===== src/rtl/mdu_iter_pkg.sv =====
// rtl/mdu_iter_pkg.sv - op codes, FSM states and op-class helpers for the iterative mul/div unit
package mdu_iter_pkg;

    localparam logic [2:0] MDU_MULT  = 3'd0;
    localparam logic [2:0] MDU_MULTU = 3'd1;
    localparam logic [2:0] MDU_DIV   = 3'd2;
    localparam logic [2:0] MDU_DIVU  = 3'd3;
    localparam logic [2:0] MDU_MTHI  = 3'd4;
    localparam logic [2:0] MDU_MTLO  = 3'd5;

    typedef enum logic [1:0] {
        MDU_S_IDLE = 2'd0,
        MDU_S_RUN  = 2'd1,
        MDU_S_FIX  = 2'd2
    } mdu_state_e;

    function automatic logic op_is_iter(input logic [2:0] op);
        return (op == MDU_MULT) || (op == MDU_MULTU) || (op == MDU_DIV) || (op == MDU_DIVU);
    endfunction

    function automatic logic op_is_div(input logic [2:0] op);
        return (op == MDU_DIV) || (op == MDU_DIVU);
    endfunction

endpackage


===== src/rtl/mdu_shift_core.sv =====
// rtl/mdu_shift_core.sv - shared 2*WIDTH shift register doing one shift-add (mul) or
// restoring trial-subtract (div) step per cycle
module mdu_shift_core #(
    parameter int WIDTH = 32
) (
    input  logic                 clk,
    input  logic                 rstn,
    input  logic                 i_load,
    input  logic [2*WIDTH-1:0]   i_load_val,
    input  logic                 i_step,
    input  logic                 i_div,
    input  logic [WIDTH-1:0]     i_operand,
    output logic [2*WIDTH-1:0]   o_sr
);

    logic [2*WIDTH-1:0] r_sr;
    logic [2*WIDTH-1:0] w_next;
    logic [WIDTH:0]     w_sum;
    logic [WIDTH:0]     w_trial;

    // mul: {hi,lo} = {partial, multiplier}; div: {hi,lo} = {remainder, dividend/quotient}
    always_comb begin
        w_sum   = {1'b0, r_sr[2*WIDTH-1:WIDTH]} + (r_sr[0] ? {1'b0, i_operand} : '0);
        w_trial = r_sr[2*WIDTH-1:WIDTH-1] - {1'b0, i_operand};
        w_next  = {w_sum, r_sr[WIDTH-1:1]};
        if (i_div) begin
            if (!w_trial[WIDTH]) begin
                w_next = {w_trial[WIDTH-1:0], r_sr[WIDTH-2:0], 1'b1};
            end else begin
                w_next = {r_sr[2*WIDTH-2:0], 1'b0};
            end
        end
    end

    always_ff @(posedge clk or negedge rstn) begin
        if (!rstn) begin
            r_sr <= '0;
        end else if (i_load) begin
            r_sr <= i_load_val;
        end else if (i_step) begin
            r_sr <= w_next;
        end
    end

    assign o_sr = r_sr;

endmodule


===== src/rtl/mdu_iter.sv =====
// rtl/mdu_iter.sv - iterative MULT/MULTU/DIV/DIVU unit with HI/LO and MTHI/MTLO
// Optional MDU_DIVZERO_FLAG_EN adds a div0 output flagging divide-by-zero completions.
module mdu_iter
    import mdu_iter_pkg::*;
#(
    parameter int WIDTH = 32
) (
    input  logic             clk,
    input  logic             rstn,
    input  logic             start,
    input  logic [2:0]       op,
    input  logic [WIDTH-1:0] a,
    input  logic [WIDTH-1:0] b,
    output logic             busy,
    output logic             done,
`ifdef MDU_DIVZERO_FLAG_EN
    output logic             div0,
`endif
    output logic [WIDTH-1:0] hi,
    output logic [WIDTH-1:0] lo
);

    localparam int            CW   = (WIDTH > 1) ? $clog2(WIDTH) : 1;
    localparam logic [CW-1:0] LAST = CW'(WIDTH - 1);

    mdu_state_e         r_state, w_next_state;
    logic [CW-1:0]      r_cnt;
    logic               r_div, r_neg_main, r_neg_rem, r_b_zero, r_done;
    logic [WIDTH-1:0]   r_a_raw, r_operand, r_hi, r_lo;

    logic               w_accept, w_go, w_is_div, w_signed, w_sa, w_sb, w_step;
    logic [WIDTH-1:0]   w_abs_a, w_abs_b, w_quo, w_rem, w_res_hi, w_res_lo;
    logic [2*WIDTH-1:0] w_sr, w_load_val, w_prod;

    assign w_accept = start && (r_state == MDU_S_IDLE);
    assign w_go     = w_accept && op_is_iter(op);
    assign w_is_div = op_is_div(op);
    assign w_signed = (op == MDU_MULT) || (op == MDU_DIV);
    assign w_sa     = w_signed && a[WIDTH-1];
    assign w_sb     = w_signed && b[WIDTH-1];
    // -0x80..0 wraps to itself, which read unsigned is the correct magnitude
    assign w_abs_a  = w_sa ? -a : a;
    assign w_abs_b  = w_sb ? -b : b;
    assign w_load_val = {{WIDTH{1'b0}}, (w_is_div ? w_abs_a : w_abs_b)};
    assign w_step   = (r_state == MDU_S_RUN);

    mdu_shift_core #(.WIDTH(WIDTH)) u_core (
        .clk        (clk),
        .rstn       (rstn),
        .i_load     (w_go),
        .i_load_val (w_load_val),
        .i_step     (w_step),
        .i_div      (r_div),
        .i_operand  (r_operand),
        .o_sr       (w_sr)
    );

    always_ff @(posedge clk or negedge rstn) begin
        if (!rstn) begin
            r_state <= MDU_S_IDLE;
        end else begin
            r_state <= w_next_state;
        end
    end

    always_comb begin
        w_next_state = r_state;
        case (r_state)
            MDU_S_IDLE: if (w_go) w_next_state = MDU_S_RUN;
            MDU_S_RUN:  if (r_cnt == LAST) w_next_state = MDU_S_FIX;
            MDU_S_FIX:  w_next_state = MDU_S_IDLE;
            default:    w_next_state = MDU_S_IDLE;
        endcase
    end

    always_ff @(posedge clk or negedge rstn) begin
        if (!rstn) begin
            r_cnt      <= '0;
            r_div      <= 1'b0;
            r_neg_main <= 1'b0;
            r_neg_rem  <= 1'b0;
            r_b_zero   <= 1'b0;
            r_a_raw    <= '0;
            r_operand  <= '0;
        end else if (w_go) begin
            r_cnt      <= '0;
            r_div      <= w_is_div;
            r_neg_main <= w_sa ^ w_sb;
            r_neg_rem  <= w_sa;
            r_b_zero   <= (b == '0);
            r_a_raw    <= a;
            r_operand  <= w_is_div ? w_abs_b : w_abs_a;
        end else if (w_step) begin
            r_cnt      <= r_cnt + CW'(1);
        end
    end

    assign w_prod = r_neg_main ? -w_sr : w_sr;
    assign w_quo  = w_sr[WIDTH-1:0];
    assign w_rem  = w_sr[2*WIDTH-1:WIDTH];

    always_comb begin
        w_res_hi = w_prod[2*WIDTH-1:WIDTH];
        w_res_lo = w_prod[WIDTH-1:0];
        if (r_div) begin
            if (r_b_zero) begin
                w_res_hi = r_a_raw;
                w_res_lo = '1;
            end else begin
                w_res_hi = r_neg_rem  ? -w_rem : w_rem;
                w_res_lo = r_neg_main ? -w_quo : w_quo;
            end
        end
    end

    always_ff @(posedge clk or negedge rstn) begin
        if (!rstn) begin
            r_hi   <= '0;
            r_lo   <= '0;
            r_done <= 1'b0;
        end else begin
            r_done <= (r_state == MDU_S_FIX);
            if (r_state == MDU_S_FIX) begin
                r_hi <= w_res_hi;
                r_lo <= w_res_lo;
            end else if (w_accept && (op == MDU_MTHI)) begin
                r_hi <= a;
            end else if (w_accept && (op == MDU_MTLO)) begin
                r_lo <= a;
            end
        end
    end

`ifdef MDU_DIVZERO_FLAG_EN
    logic r_div0;

    always_ff @(posedge clk or negedge rstn) begin
        if (!rstn) begin
            r_div0 <= 1'b0;
        end else if (r_state == MDU_S_FIX) begin
            r_div0 <= r_div && r_b_zero;
        end else if (w_accept) begin
            r_div0 <= 1'b0;
        end
    end

    assign div0 = r_div0;
`endif

    assign busy = (r_state != MDU_S_IDLE);
    assign done = r_done;
    assign hi   = r_hi;
    assign lo   = r_lo;

endmodule


===== config.mk =====
export PLATFORM = sky130hd
export DESIGN_NAME = mdu_iter
export DESIGN_NICKNAME = d
export VERILOG_FILES = /design/src/rtl/mdu_iter_pkg.sv /design/src/rtl/mdu_shift_core.sv /design/src/rtl/mdu_iter.sv
export SDC_FILE = /design/constraint.sdc
export NUM_CORES = 1
export LEC_CHECK = 0
export ABC_AREA = 1
export BUFFER_PORTS_ARGS = -buffer_cell sky130_fd_sc_hd__buf_2
export CAP_MARGIN = 0
export CORE_MARGIN = 2
export CORE_UTILIZATION = 25
export CTS_CLUSTER_SIZE = 10
export DETAILED_ROUTE_END_ITERATION = 8
export GPL_TIMING_DRIVEN = 0
export SLEW_MARGIN = 10
export SYNTH_ARGS = -nofsm -noshare
export SYNTH_HDL_FRONTEND = slang
export SYNTH_SLANG_ARGS = --single-unit

===== constraint.sdc =====
create_clock -name clk -period 3.4 [get_ports clk]
set_input_delay 0.17 -clock clk [delete_from_list [all_inputs] [get_ports clk]]
set_output_delay 0.17 -clock clk [all_outputs]
set_load 0.01 [all_outputs]

==> metrics.cfg, run 1 <==
[floorplanning]
num_rows=105
io_pins=136
fp.dieW_um=293
die_y_um=293
die_area_um2=85600
floorplan.initialDensity_pct=25.3
core_area_um2=82200

[pwr]
leakagePower_nw=11.9
peakVddDrop_v=0.000486
pwr_density_cell_nw_per_um2=1000

[worst_setup_path]
max_stage_delay_ns=0.63
cp-start-kind=register
cp.arrival_ns=3.69
cp_slowest_cell=dfrtp_1
critical-path-top-delay-family=simple AND/OR/NAND/NOR gates
cpMostUsedCell=nand2_2
path_class=reg2reg
crit_buf_inv=3
critPathMaxFanout=10
path_cells=clkinvlp_4, fa_1, inv_1, nand3_1, nand2_2, nand2_2, nand2_4, nand2_2, nand2_2, nand2_4, nand3_4, nand2_8, buf_8, nand2_1, nand3_1, nand2_1, nand2_1
worstPathRequired_ns=3.87
end_kind=register

[yosys]
syn_inst=3549
yosys.area.top_type=dfrtp_1
synth_edf_count=0
yosysMostFrequentCell=nand2_1
synth.area.top_cells=dfrtp_1, nand2_1, inv_1, nand3_1, nor2_1
synth_warnings=0
ys_ff_latch=204
synthTopCellsByCount=nand2_1, inv_1, nor2_1
synth.avg_cell_area_um2=5.86
syn_nets=3691
synthDistinctLibCells=53
syn-cell-area_um2=20800
yosysSeqAreaShare_pct=24.5
async_flop_share_pct=100
synth-main-ff-cell=dfrtp_1
yosys.area.top_type_share_pct=24.5

[finish]
design_area_um2=24000
layout.nets=3882
drive_gt1_share_pct=8.29
area_growth_syn_to_layout_pct=15.1
n_fill_cell=9442
fin_cells=4821

[drt]
antenna_left=0
first_iter_violations=3029
wirelength_um=109000
drc=0
wire_per_inst_um=22.7
num_vias=25241
drt_first_pass_iters=6
routed_via_density=5.24

[status]
status=finished clean

[sta]
slew_headroom_pct=20.1
finalSetupViolCount=0
finalClockSkew_ns=0.0292
finalCriticalPeriod_ns=3.22
hold_viol=0
tightest_slew_ns=1.19
min_period_over_period_pct=94.8
timing.fmax_mhz=310
rsz0062_at_grt=false
maxSlewViolCount=0

[global_routing]
grt_max_degree=100
grt_usage_pct=24.9
grt_overflow=0
first_global_vias=23356
antenna_found_initial=4
grt_pass1_wl_um=158000

[clocking]
cts_tree=done
clk_pin_slew_ns=0.06
cts_htree_levels=1
cts-root-buf=clkbuf_16
cts_buffer_depth=3
numCtsBuffers=26
clock_latency_ns=0.58
numClockSinks=204
postCtsSetupRepairBufs=0

[place]
place_area_um2=22900
gp_congestion=1.04
portBuffers=135
hpwl_um=89700
place_inst=4756

[worst_hold_path]
hold_class=in2reg

[run]
cap_viol_max_count=0

power breakdown:
group	total, mW	switching, mW	internal [mW]
Sequential	4.62	1.29	3.33
Combinational	16.6	11.5	5.06
Clock	2.73	1.16	1.57
what timing repair did:
action                                  4_1_cts  5_1_grt
cloned                                        0        0
hold buffers                                 27        0
endpoints found under the setup margin        2        7
gates resized for setup                       0        5
hold endpoints to repair                    233        0
pin swaps                                     0        0
final cells by class:
cell class	count	area (µm²)	share of cell area, %
timing repair buffer	164	1010	4.22
multi-input combinational	2709	13200	55.3
clock inverter	5	50.0	0.209
sequential	204	5100	21.3
tap	1070	1340	5.59
clock buffer	33	738	3.08
inverter	496	1870	7.79
antenna	1	2.50	0.0104
buffer	139	601	2.51
cell usage in the layout, fill, tap and decap left out, types with 7 or more instances in the layout:
cell type,netlist,final
a21oi_1,184,184
a31oi_1,13,13
buf_1,20,17
buf_2,20,153
clkbuf_1,94,96
clkbuf_16,0,27
dfrtp_1,204,204
dlygate4sd3_1,0,27
ha_1,70,70
inv_1,476,476
inv_2,13,13
nand2_1,1114,1114
nand2_2,18,18
nand3_1,351,351
nand3_2,21,21
nand3b_1,9,9
nand4_1,44,44
nor2_1,360,360
nor2_2,19,19
nor2_4,7,7
nor3_1,26,26
nor4_1,7,7
o211ai_1,35,35
o21ai_0,221,220
o21ai_1,18,19
o21bai_1,18,18
o221ai_1,13,13
o22ai_1,24,24
o31ai_1,21,21
or2_2,14,14
xnor2_1,15,15
xor2_1,47,47
metal layers:
metal	GRT usage, %	vias up	part of all wire, %
met2	38.8	1329	43
met1	33.2	11861	42
met3	4.92	251	9.8
li1	-	11800	-
met5	0	-	0
met4	11.1	0	5.4
registers in the layout, summed over array words and instances (netlist names):
name / cells
done: 1
hi: 32
lo: 32
r_a_raw: 32
r_b_zero: 1
r_cnt: 5
r_div: 1
r_neg_main: 1
r_neg_rem: 1
r_operand: 32
r_state: 2
u_core.o_sr: 64
stage by stage:
step	hold WS (ns)	total power [mW]	util, %	worst slack [ns]	setup TNS [ns]
global route	0.0304	25.8	29.1	0.0201	0
CTS	0.000368	23.5	29.1	0.133	0
global placement	0.456	20.7	27.8	-1.71	-339.89
finish	0.0174	24.0	29.1	0.177	0
floorplan	-0.126	15.1	-	0.905	0
detailed placement	-0.0211	20.7	27.8	-0.0212	-0.0212
final timing paths:
check / slack, ns / cells past startpoint / endpoint / from
setup / recovery: 0.18 / 17 / u_core.o_sr[61]$_DFFE_PN0P_ / u_core.o_sr[32]$_DFFE_PN0P_
hold / removal: 0.02 / 3 / lo[8]$_DFFE_PN0P_ / a[8]
setup reg to reg: 0.18 / 17 / u_core.o_sr[61]$_DFFE_PN0P_ / u_core.o_sr[32]$_DFFE_PN0P_
hold reg to reg: 0.47 / 1 / r_cnt[3]$_DFFE_PN0P_ / r_cnt[3]$_DFFE_PN0P_
max in group asynchronous: 2.52 / 3 / hi[29]$_DFFE_PN0P_ / rstn
min in group asynchronous: 0.21 / 3 / hi[26]$_DFFE_PN0P_ / rstn
worst min-delay path: stages:
cell and delay (ns):
buf_2 0.14, nand2_1 0.14, a31oi_1 0.10
kinds of logic after synthesis:
kind of cell	count (synthesis)	share of synthesized area [%]
flops	204	24.5
fa+ha+maj	72	4.40
buf+inv	636	11.8
simple gates	2007	41.2
compound gates	568	15.4
xor+xnor	62	2.61
(Power assumes the default switching activity.)
==> run 2, diff against run 1 <==
Settings changed: PLACE_DENSITY set to 0.49.
==> run 2 against run 1 <==
Final cell count hardly changed; core utilization is essentially flat; power rose by 0.74%; via count shrank 1.0%; largest cell class unchanged; global-route usage increased by 0.81 points; hold slack improved by 0.014 ns; fmax is 0.32% lower; non-clock buffer count rose by 3; first-iteration DRC count shrank 1.7%; sequential power about the same; final area barely moved.
==> metrics.cfg, run 2 (same netlist as run 1, synthesis figures left out) <==
[clocking]
postCtsSetupRepairBufs=0
cts_tree=done
clk_pin_slew_ns=0.07
cts_buffer_depth=3
numCtsBuffers=26
cts_htree_levels=1
numClockSinks=204
clock_latency_ns=0.58
cts-root-buf=clkbuf_16

[place]
portBuffers=135
pre_cts_slack_ns=0.0465
place_area_um2=22900
gp_congestion=1.06
place_inst=4756
hpwl_um=93500

[worst_setup_path]
r2r_cells=18
end_kind=register
cp-startpoint=u_core.o_sr[32]$_DFFE_PN0P_
cp.arrival_ns=3.73
worstPathRequired_ns=3.90
rrSetupSlack_ns=0.17
path_class=reg2reg
reg2reg_to=u_core.o_sr[63]$_DFFE_PN0P_
cp-endpoint=u_core.o_sr[63]$_DFFE_PN0P_
critPathMaxFanout=10
r2r_start=u_core.o_sr[32]$_DFFE_PN0P_
cp-start-kind=register

[sta]
finalClockSkew_ns=0.0190
min_period_over_period_pct=95.1
finalSetupViolCount=0
rsz0062_at_grt=false
maxSlewViolCount=0
final.setup.worst_slack_ns=0.167
slew_headroom_pct=14.7
timing.fmax_mhz=309
tightest_slew_ns=1.27
finalCriticalPeriod_ns=3.23
finalSetupTns_ns=0
hold_viol=0

[finish]
largest_reg_flops=64
area_growth_syn_to_layout_pct=15.2
final_cell_mix=nand2_1, inv_1, nor2_1
antenna_cells=0
final_common_cell=nand2_1
design_area_um2=24000
final_util_pct=29.1
fin_cells=4825
layout.nets=3885
drive_gt1_share_pct=8.20

[floorplanning]
fp.dieW_um=293
num_rows=105
floorplan.initialDensity_pct=25.3
core_area_um2=82200
die_y_um=293
io_pins=136
die_area_um2=85600

[worst_hold_path]
hold_class=in2reg
hold_depth=3

[pwr]
pwr_density_cell_nw_per_um2=1010
peakVddDrop_v=0.000420
leakagePower_nw=11.9

[global_routing]
grt_overflow=0
grt_pass1_wl_um=161000
first_global_vias=23209
antenna_found_initial=7
grt_max_degree=94
grt_usage_pct=25.7

[drt]
drc=0
wire_per_inst_um=23.5
wirelength_um=113000
num_vias=24981
first_iter_violations=2976
drt_first_pass_iters=6
antenna_left=0
routed_via_density=5.18

[status]
status=finished clean

[run]
cap_viol_max_count=0

run 2: what timing repair did:
| action | 4_1_cts | 5_1_grt |
|---|---|---|
| resized for setup | 0 | 5 |
| endpoints found under the setup margin | 0 | 9 |
| endpoints found under the hold margin | 150 | 0 |
| hold buffers | 29 | 0 |
run 2: worst max-delay path: stages, from the launching register on:
cell        delay [ns]
dfrtp_1           0.62
clkinvlp_4        0.36
fa_1              0.53
inv_1             0.09
nand3_1           0.08
nand2_2           0.16
nand2_2           0.08
nand2_4           0.09
nand2_2           0.05
nand2_2           0.10
nand2_4           0.11
nand2_4           0.10
nand2_4           0.08
nand2_8           0.13
buf_8             0.17
nand3_2           0.10
nand3_1           0.14
nand2_1           0.09
nand2_1           0.06
run 2: through the flow:
stage	hold WS (ns)	total power, mW
after floorplan	-0.126	15.1
after global placement	0.456	21.0
after detailed placement	0.130	21.0
after CTS	0.0102	23.8
after global routing	0.0533	25.9
final	0.0311	24.1
run 2: layout make-up:
type / count / area [µm²]
inverters: 496 / 1870
repair buffers: 166 / 1030
multi-input cells: 2709 / 13200
well taps: 1070 / 1340
fillers: 9570 / 58300
plain buffers: 140 / 604
clock inverters: 4 / 47.5
flip-flops and latches: 204 / 5100
clock buffers: 36 / 729
run 2: worst min path at each step:
stage / slack [ns] / from / end
2_1_floorplan: -0.13 / rstn / done$_DFF_PN0_
3_3_place_gp: 0.46 / r_cnt[3]$_DFFE_PN0P_ / r_cnt[3]$_DFFE_PN0P_
3_5_place_dp: 0.13 / rstn / done$_DFF_PN0_
4_1_cts: 0.01 / a[28] / lo[28]$_DFFE_PN0P_
5_1_grt: 0.05 / a[30] / r_a_raw[30]$_DFFE_PN0P_
6_report: 0.03 / a[28] / lo[28]$_DFFE_PN0P_
run 2: routing by layer:
metal | GRT usage (%) | wire (µm)
met5 | 0 | 13
met4 | 11.3 | 5920
met3 | 4.19 | 9010
met2 | 39.7 | 49100
met1 | 35.1 | 49300
run 2: where the power goes:
group / switching, mW / internal, mW
Combinational: 11.7 / 5.07
Clock: 1.20 / 1.55
Sequential: 1.31 / 3.33
Total: 14.2 / 9.94
